**config.mk**
```make
export PLATFORM = sky130hd
export DESIGN_NAME = pipe_cla_subtractor
export DESIGN_NICKNAME = d
export VERILOG_FILES = /design/src/rtl/sub_pkg.sv /design/src/rtl/cla.sv /design/src/rtl/pipe_cla_subtractor.sv
export SDC_FILE = /design/constraint.sdc
export NUM_CORES = 1
export LEC_CHECK = 0
export ABC_AREA = 0
export CORE_UTILIZATION = 49
export CTS_CLUSTER_SIZE = 8
export DETAILED_ROUTE_END_ITERATION = 8
export HOLD_SLACK_MARGIN = 0.15
export MAX_ROUTING_LAYER = met4
export PLACE_DENSITY_LB_ADDON = 0.15
export SYNTH_ARGS = -nofsm -noshare
export SYNTH_HDL_FRONTEND = slang
export SYNTH_HIERARCHICAL = 1
export SYNTH_SLANG_ARGS = --single-unit
```
**constraint.sdc**
```tcl
create_clock -name clk -period 1.79 [get_ports clk]
set_input_delay 0.4475 -clock clk [delete_from_list [all_inputs] [get_ports clk]]
set_output_delay 0.4475 -clock clk [all_outputs]
set_load 0.01 [all_outputs]
```
**src/rtl/sub_pkg.sv**
```systemverilog
// Shared definitions for the pipelined carry-lookahead subtractor and its consumers.
package sub_pkg;

    localparam int SLICE_W = 4;
    localparam int RES_W   = 16;

    function automatic int nstage(input int width);
        return width / SLICE_W;
    endfunction

    typedef struct packed {
        logic [RES_W-1:0] diff;
        logic             bout;
        logic             ovf;
    } sub_res_t;

endpackage

```
**src/rtl/cla.sv**
```systemverilog
// 4-bit carry-lookahead adder: sum = a + b + cin, purely combinational.
module cla (
    input  logic [3:0] a,
    input  logic [3:0] b,
    input  logic       cin,
    output logic [3:0] sum,
    output logic       cout
);

    logic [3:0] g;
    logic [3:0] p;
    logic [4:0] c;

    assign g = a & b;
    assign p = a ^ b;

    // Every carry is flattened from cin so no ripple path exists inside the slice.
    assign c[0] = cin;
    assign c[1] = g[0] | (p[0] & cin);
    assign c[2] = g[1] | (p[1] & g[0]) | (p[1] & p[0] & cin);
    assign c[3] = g[2] | (p[2] & g[1]) | (p[2] & p[1] & g[0]) | (p[2] & p[1] & p[0] & cin);
    assign c[4] = g[3] | (p[3] & g[2]) | (p[3] & p[2] & g[1]) | (p[3] & p[2] & p[1] & g[0])
                | (p[3] & p[2] & p[1] & p[0] & cin);

    assign sum  = p ^ c[3:0];
    assign cout = c[4];

endmodule

```
**src/rtl/pipe_cla_subtractor.sv**
```systemverilog
// Pipelined a - b - bin, one 4-bit slice per stage; latency WIDTH/4 cycles, 1 beat/cycle.
// Valid/ready stream with full backpressure: a stage loads only when it advances, bubbles collapse.
module pipe_cla_subtractor
    import sub_pkg::*;
#(
    parameter int WIDTH = 16
) (
    input  logic             clk,
    input  logic             rst,
    input  logic             in_valid,
    output logic             in_ready,
    input  logic [WIDTH-1:0] a,
    input  logic [WIDTH-1:0] b,
    input  logic             bin,
    output logic             out_valid,
    input  logic             out_ready,
    output logic [WIDTH-1:0] diff,
    output logic             bout,
    output logic             ovf
);

    localparam int NSTAGE = nstage(WIDTH);

    if (WIDTH < SLICE_W || (WIDTH % SLICE_W) != 0) begin : g_bad_width
        $error("pipe_cla_subtractor: WIDTH must be a multiple of 4 and at least 4");
    end

    logic [NSTAGE-1:0] vld;
    logic [NSTAGE:0]   adv;

    always_comb begin
        adv         = '0;
        adv[NSTAGE] = out_ready;
        for (int k = NSTAGE - 1; k >= 0; k--) begin
            adv[k] = ~vld[k] | adv[k+1];
        end
    end

    assign in_ready = adv[0];

    for (genvar k = 0; k < NSTAGE; k++) begin : g_stg
        // SW: operand bits still unconsumed when the beat enters this stage.
        localparam int SW = WIDTH - SLICE_W * k;

        logic [SW-1:0]            src_a;
        logic [SW-1:0]            src_b;
        logic                     src_c;
        logic                     src_v;
        logic [SLICE_W-1:0]       sum;
        logic                     cout;
        logic [SLICE_W*(k+1)-1:0] diff_d;
        logic [SLICE_W*(k+1)-1:0] diff_q;
        logic                     v_q;

        if (k == 0) begin : g_src
            assign src_a  = a;
            assign src_b  = b;
            assign src_c  = ~bin;
            assign src_v  = in_valid;
            assign diff_d = sum;
        end else begin : g_src
            assign src_a  = g_stg[k-1].g_fwd.a_q;
            assign src_b  = g_stg[k-1].g_fwd.b_q;
            assign src_c  = g_stg[k-1].g_fwd.c_q;
            assign src_v  = g_stg[k-1].v_q;
            assign diff_d = {sum, g_stg[k-1].diff_q};
        end

        cla u_cla (
            .a    (src_a[SLICE_W-1:0]),
            .b    (~src_b[SLICE_W-1:0]),
            .cin  (src_c),
            .sum  (sum),
            .cout (cout)
        );

        always_ff @(posedge clk) begin
            if (rst) begin
                v_q    <= 1'b0;
                diff_q <= '0;
            end else if (adv[k]) begin
                v_q    <= src_v;
                diff_q <= diff_d;
            end
        end

        assign vld[k] = v_q;

        if (k < NSTAGE - 1) begin : g_fwd
            logic [SW-SLICE_W-1:0] a_q;
            logic [SW-SLICE_W-1:0] b_q;
            logic                  c_q;

            always_ff @(posedge clk) begin
                if (rst) begin
                    a_q <= '0;
                    b_q <= '0;
                    c_q <= 1'b0;
                end else if (adv[k]) begin
                    a_q <= src_a[SW-1:SLICE_W];
                    b_q <= src_b[SW-1:SLICE_W];
                    c_q <= cout;
                end
            end
        end else begin : g_last
            logic bout_q;
            logic ovf_q;

            // Only the top slice sees both operand sign bits and the result sign together.
            always_ff @(posedge clk) begin
                if (rst) begin
                    bout_q <= 1'b0;
                    ovf_q  <= 1'b0;
                end else if (adv[k]) begin
                    bout_q <= ~cout;
                    ovf_q  <= (src_a[SW-1] != src_b[SW-1]) && (sum[SLICE_W-1] != src_a[SW-1]);
                end
            end
        end
    end

    assign out_valid = g_stg[NSTAGE-1].v_q;
    assign diff      = g_stg[NSTAGE-1].diff_q;
    assign bout      = g_stg[NSTAGE-1].g_last.bout_q;
    assign ovf       = g_stg[NSTAGE-1].g_last.ovf_q;

endmodule
```
==> results of run 1 <==
worst max-delay path, stage by stage:
cell                              delay (ns)
sky130_fd_sc_hd__clkdlybuf4s15_2        0.23
sky130_fd_sc_hd__and4b_2                0.31
sky130_fd_sc_hd__nand2_1                0.08
sky130_fd_sc_hd__clkdlybuf4s15_1        0.23
logic make-up (layout without fill, tap and decap cells):
| kind of cell | after synthesis | after routing |
|---|---|---|
| compound gates | 144 | 144 |
| fa+ha+maj | 20 | 20 |
| flops | 97 | 97 |
| simple gates | 170 | 170 |
| buf+inv | 66 | 126 |
| xor+xnor | 12 | 12 |
power breakdown:
part / internal (W) / switching [W]
Clock: 0.000515 / 0.000777
Combinational: 0.000321 / 0.000279
Sequential: 0.00230 / 0.0000761
Total: 0.00314 / 0.00113
final cells by class:
type	count	area [um2]
well taps	102	128
flip-flops and latches	97	1950
inverters	30	113
multi-input cells	346	1920
fillers	710	2850
clock buffers	9	124
clock inverters	7	55.1
repair buffers	80	786
flip-flops by register name, summed over array words and instances, names as in the netlist:
signal           cells
out_valid            1
g_stg.diff_q        24
g_stg.v_q            3
bout                 1
g_stg.g_fwd.a_q     24
g_stg.g_fwd.c_q      3
ovf                  1
diff                16
g_stg.g_fwd.b_q     24
layer usage:
layer,GRT usage,part of all wire
met1,0.266,0.50
met3,0.0325,0.031
met4,0.0692,0.012
met5,-,0
met2,0.327,0.46
cells in the final DEF (no fill, tap or decap), types with 2 or more instances in the layout:
cell,count
sky130_fd_sc_hd__o21ai_0,27
sky130_fd_sc_hd__inv_2,2
sky130_fd_sc_hd__nand3_1,29
sky130_fd_sc_hd__xnor2_1,7
sky130_fd_sc_hd__nor2b_1,2
sky130_fd_sc_hd__a21o_1,12
sky130_fd_sc_hd__dfxtp_2,6
sky130_fd_sc_hd__a21oi_1,96
sky130_fd_sc_hd__clkdlybuf4s50_1,52
sky130_fd_sc_hd__buf_4,20
sky130_fd_sc_hd__fa_1,4
sky130_fd_sc_hd__buf_12,4
sky130_fd_sc_hd__clkinvlp_4,2
sky130_fd_sc_hd__a31o_1,4
sky130_fd_sc_hd__o21ai_1,2
sky130_fd_sc_hd__ha_1,13
sky130_fd_sc_hd__nor2_1,8
sky130_fd_sc_hd__clkinv_4,3
sky130_fd_sc_hd__dfxtp_1,91
sky130_fd_sc_hd__xor2_1,4
sky130_fd_sc_hd__clkbuf_8,9
sky130_fd_sc_hd__ha_4,3
sky130_fd_sc_hd__inv_1,28
sky130_fd_sc_hd__nand2_1,125
repair_timing:
item,in CTS,in global routing
endpoints found under the setup margin,3,5
setup buffers,0,1
gates resized for setup,12,10
pin swaps,3,5
through the flow:
step                instances  total power [W]  utilization  setup TNS (ns)  hold WS [ns]
CTS                       670          0.00429        0.636               0         0.447
finish                    671          0.00427        0.640               0         0.453
global route              671          0.00449        0.640         -0.0387         0.451
floorplan                 509          0.00276            -               0         0.432
detailed placement        654          0.00301        0.609          -22.44         0.443
global placement          654          0.00299        0.609          -20.63         0.437
worst max path at each step:
stage,from,end,slack [ns],cells past startpoint
2_1_floorplan,g_stg[2].g_fwd.b_q[2]$_SDFFE_PP0P_,ovf$_SDFFE_PP0P_,0.07,8
3_3_place_gp,out_ready,in_ready,-0.56,4
3_5_place_dp,out_ready,in_ready,-0.58,4
4_1_cts,g_stg[2].g_fwd.a_q[2]$_SDFFE_PP0P_,ovf$_SDFFE_PP0P_,0.01,7
5_1_grt,g_stg[2].g_fwd.b_q[0]$_SDFFE_PP0P_,ovf$_SDFFE_PP0P_,-0.04,8
6_report,out_ready,in_ready,0.04,4
==> flow_summary.toml, run 1 <==
[place]
globalplace.congestion = 0.741
dp_hpwl_um = 5400
dp_worst_setup_slack_ns = -0.576
io_buffer_count = 56
dpl_cell_area_um2 = 4830

[layout]
final_design_area_no_fill_um2 = 5080
num-nets-final = 621
final_layout_size_suffix_gt1_frac = 0.102
area_growth_syn_to_layout_pct = 23.9
diodes = 0

[logic_synthesis]
synth_enable_flop_cells = 0
synth_seq_cells = 97
synth_fp_nets = 566
synth_cell_type_count = 26
synth-seq-area-share = 0.474
cell_type_with_the_largest_total_area_after_synthesis = "sky130_fd_sc_hd__dfxtp_1"
synthMostInstantiatedCell = "sky130_fd_sc_hd__nand2_1"
top_post_synthesis_cells_by_count = "sky130_fd_sc_hd__nand2_1 (125), sky130_fd_sc_hd__a21oi_1 (97), sky130_fd_sc_hd__dfxtp_1 (97)"
synthCells = 509
syn-cell-area_um2 = 4100
yosys-mux-area-fraction = 0
ys_top_cells_by_area = "sky130_fd_sc_hd__dfxtp_1 (47%), sky130_fd_sc_hd__a21oi_1 (12%), sky130_fd_sc_hd__nand2_1 (11%)"
prevailing_post_synth_register_cell = "sky130_fd_sc_hd__dfxtp_1"
largest_family_of_logic_cells_by_synthesized_area = "compound AO/OA/AOI/OAI gates"
postSynthAreaPerCell_um2 = 8.05
ys_warn_count = 6
synth_async_sr_flop_share = 0
synth-simple-area-share = 0.173
post_synthesis_share_of_cell_area_spent_on_full_adders_half_adders_and_majority_gates = 0.0684
synth-compound-area-share = 0.188
xor_xnor_cell_area_share_of_the_yosys_netlist = 0.0256
yosys.area.top_type_share = 0.474

[hold_path]
holdPathStages = 2
type_of_the_worst_min_delay_path = "reg2reg"
worst_hold_end = "g_stg[2].g_fwd.a_q[2]$_SDFFE_PP0P_"
hold_start = "g_stg[1].g_fwd.a_q[6]$_SDFFE_PP0P_"

[power_and_ir_drop]
irDropWorstVdd_mv = 0.458
power_density_nw_per_um2 = 841
power.static_leakage_nw = 2.05

[sta]
timing.slew.headroom = 0.493
final.period_utilization = 0.977
timing.fmax_mhz = 572
rsz0062_at_grt = "yes"
period_needed_ns = 1.75
setup-violations-final = 0
worst_clock_skew_ns = 0.0134
timing.final.hold_violations = 0
timing_max_transition_violations_final = 0
final_critical_path_setup_slack_ns = 0.0421
worst_pin_slew_ns = 0.761

[global_routing]
maximum_number_of_pins_on_one_net_before_global_route_repair = 56
grt_pass1_vias = 3197
grt_overall_usage = 0.205
grt_pass1_wl_um = 14000
antenna_found_initial = 0
grt-ovfl-total = 0

[critical_path]
required_ns = 1.34
crit_fanout = 6
crit_path_end_kind = "output pin"
worst_setup_path_start_kind = "input pin"
rr_endpoint = "ovf$_SDFFE_PP0P_"
r2r_setup_slack_ns = 0.09
timing.critical_path.arrival_ns = 1.30
r2r_start = "g_stg[2].g_fwd.b_q[0]$_SDFFE_PP0P_"
reg2reg_depth = 8
path_class = "in2out"

[flow_run]
max_cap_violation_count = 0

[clocking]
cts-hold-fix-buffers = 0
numCtsBuffers = 9
path_clk_slew_ns = 0.09
cts_root_buffer = "sky130_fd_sc_hd__clkbuf_8"
tritoncts_clock_tree = "built"
clk_latency_ns = 0.36
cts_num_sinks = 97
cts_max_path_buffers = 2
htree_levels = 3

[routing]
detailedRoute.firstIterationViolations = 139
routed-via-count = 3382
detail_route.vias_per_cell = 5.04
drtAntennaViolNets = 0
drt_drc_violations_left = 0
wire_length_per_cell_after_detailed_routing_um = 11.9
drt_first_pass_iters = 4
totalWireLength_um = 8000

[die]
core-area_um2 = 7930
initial_cell_density_of_the_core = 0.517
design.die.area_um2 = 8730
die_w_um = 93.5
fp-row-count = 32
floorplan.die.height_um = 93.5
io_pins = 57

[outcome]
outcome = "complete, no violations"
Note: power is estimated with default switching activity, not from simulation.
==> run 2, diff against run 1 <==
CTS_CLUSTER_SIZE = default   (was 8)
==> results of run 2 <==
The final DEF is identical to that of run 1; final timing and power are the same.
==> run 3, diff against run 2 <==
REMOVE_ABC_BUFFERS = 1   (was default)
==> run 3 against run 2 <==
Net effect:
- via count increased by 0.74%
- fmax decreased by 0.57%
- sequential share of layout area decreased by 0.38 points
- worst setup slack got worse by 0.010 ns
- cell area increased by 0.86%
- critical path type is now reg2reg
- critical endpoint is now ovf$_SDFFE_PP0P_
- largest cell class unchanged
- largest power group unchanged
==> flow_summary.toml, run 3 (synthesis gave the netlist of run 1 again) <==
[outcome]
outcome = "complete, no violations"

[routing]
drt_drc_violations_left = 0
totalWireLength_um = 8150
detail_route.vias_per_cell = 5.10
wire_length_per_cell_after_detailed_routing_um = 12.2
routed-via-count = 3407
drtAntennaViolNets = 0
detailedRoute.firstIterationViolations = 236
drt_first_pass_iters = 5

[power_and_ir_drop]
power_report.internal_total_w = 0.00358
p_sw_frac = 0.231
power.static_leakage_nw = 2.08
power_density_nw_per_um2 = 910
pwr-share-seq = 0.509
combinationalPowerShare = 0.126
netSwitchingPower_w = 0.00108
irDropWorstVdd_mv = 0.347
clock_power_share = 0.364
power_w = 0.00466

[clocking]
cts_max_path_buffers = 2
htree_levels = 3
cts_root_buffer = "sky130_fd_sc_hd__clkbuf_8"
numCtsBuffers = 9
path_clk_slew_ns = 0.09
tritoncts_clock_tree = "built"
cts-hold-fix-buffers = 0
clk_latency_ns = 0.36
cts_num_sinks = 97

[place]
dp_worst_setup_slack_ns = -0.570
numPlacedInstances = 650
dp_hpwl_um = 5110
globalplace.congestion = 0.739
dpl_cell_area_um2 = 4820
io_buffer_count = 56

[critical_path]
worst_setup_path_start_kind = "flip-flop"
crit_fanout = 3
required_ns = 2.02
crit_path_end_kind = "flip-flop"
timing.critical_path.arrival_ns = 1.99
path_class = "reg2reg"

[global_routing]
maximum_number_of_pins_on_one_net_before_global_route_repair = 98
grt_overall_usage = 0.213
grt_pass1_vias = 3182
grt_pass1_wl_um = 14300
antenna_found_initial = 0
grt-ovfl-total = 0

[layout]
num-nets-final = 618
final_design_area_no_fill_um2 = 5120
reg.largest.list = "g_stg.diff_q x24, g_stg.g_fwd.a_q x24, g_stg.g_fwd.b_q x24"
final_cells = 668
diodes = 0
final_common_cell = "sky130_fd_sc_hd__nand2_1"
most-common-layout-cells = "sky130_fd_sc_hd__nand2_1 (125), sky130_fd_sc_hd__a21oi_1 (97), sky130_fd_sc_hd__dfxtp_1 (93)"
nFillCells = 710
final_layout_size_suffix_gt1_frac = 0.0883
area_growth_syn_to_layout_pct = 24.9
finish.utilization = 0.646

[sta]
final.period_utilization = 0.982
worst_pin_slew_ns = 0.556
timing.fmax_mhz = 569
final_critical_path_setup_slack_ns = 0.0320
timing_max_transition_violations_final = 0
setup-violations-final = 0
rsz0062_at_grt = "yes"
period_needed_ns = 1.76
worst_clock_skew_ns = 0.0100
timing.final.hold_violations = 0
timing.slew.headroom = 0.630

[die]
fp-row-count = 32
floorplan.die.height_um = 93.5
design.die.area_um2 = 8730
initial_cell_density_of_the_core = 0.517
io_pins = 57
die_w_um = 93.5
core-area_um2 = 7930

[flow_run]
max_cap_violation_count = 0

[hold_path]
type_of_the_worst_min_delay_path = "reg2reg"
## run 3: per-stage QoR
step	setup TNS [ns]	hold WS, ns
after floorplan	-7.30	0.426
after global placement	-20.44	0.437
after detailed placement	-20.61	0.443
after CTS	-0.00749	0.456
after global routing	-0.0412	0.469
final	0	0.451
## run 3: path summary, 6_finish.rpt
path	slack, ns	depth (start not counted)	end	startpoint
max	0.03	8	ovf$_SDFFE_PP0P_	g_stg[2].g_fwd.b_q[0]$_SDFFE_PP0P_
min	0.45	2	diff[8]$_SDFFE_PP0P_	diff[8]$_SDFFE_PP0P_
max reg2reg	0.03	8	ovf$_SDFFE_PP0P_	g_stg[2].g_fwd.b_q[0]$_SDFFE_PP0P_
min reg2reg	0.45	2	diff[8]$_SDFFE_PP0P_	diff[8]$_SDFFE_PP0P_
## run 3: per-layer routing
metal / GRT usage / routed length, um
met1: 0.267 / 3910
met2: 0.339 / 3760
met3: 0.0341 / 360
met4: 0.0962 / 121
met5: - / 0
## run 3: final cells by class
| type | count | area (um2) | area share |
|---|---|---|---|
| clock inverter | 5 | 103 | 0.0200 |
| multi-input combinational | 346 | 1910 | 0.372 |
| sequential | 97 | 1950 | 0.380 |
| timing repair buffer | 77 | 783 | 0.153 |
| clock buffer | 11 | 141 | 0.0276 |
| inverter | 30 | 113 | 0.0220 |
| tap | 102 | 128 | 0.0249 |
## run 3: what timing repair did
action | CTS | global route
setup endpoints to repair | 40 | 4
pin swaps | 4 | 7
buffers inserted | 2 | 0
gates resized for setup | 13 | 4
## run 3: power groups by stage
stage | clock (W) | combinational, W | sequential (W)
4_1_cts | 0.00171 | 0.000588 | 0.00237
3_5_place_dp | 0 | 0.000574 | 0.00242
6_report | 0.00170 | 0.000589 | 0.00237
5_1_grt | 0.00182 | 0.000661 | 0.00239
3_3_place_gp | 0 | 0.000560 | 0.00242
2_1_floorplan | 0 | 0.000298 | 0.00243
## run 3: worst max-delay path, stage by stage, from the launching register on
cell and delay [ns]:
sky130_fd_sc_hd__dfxtp_2 0.33, sky130_fd_sc_hd__inv_2 0.07, sky130_fd_sc_hd__ha_4 0.19, sky130_fd_sc_hd__a21o_1 0.18, sky130_fd_sc_hd__a31o_1 0.26, sky130_fd_sc_hd__xor2_2 0.17
sky130_fd_sc_hd__nor2b_1 0.15, sky130_fd_sc_hd__a221oi_2 0.21, sky130_fd_sc_hd__nor3_1 0.07
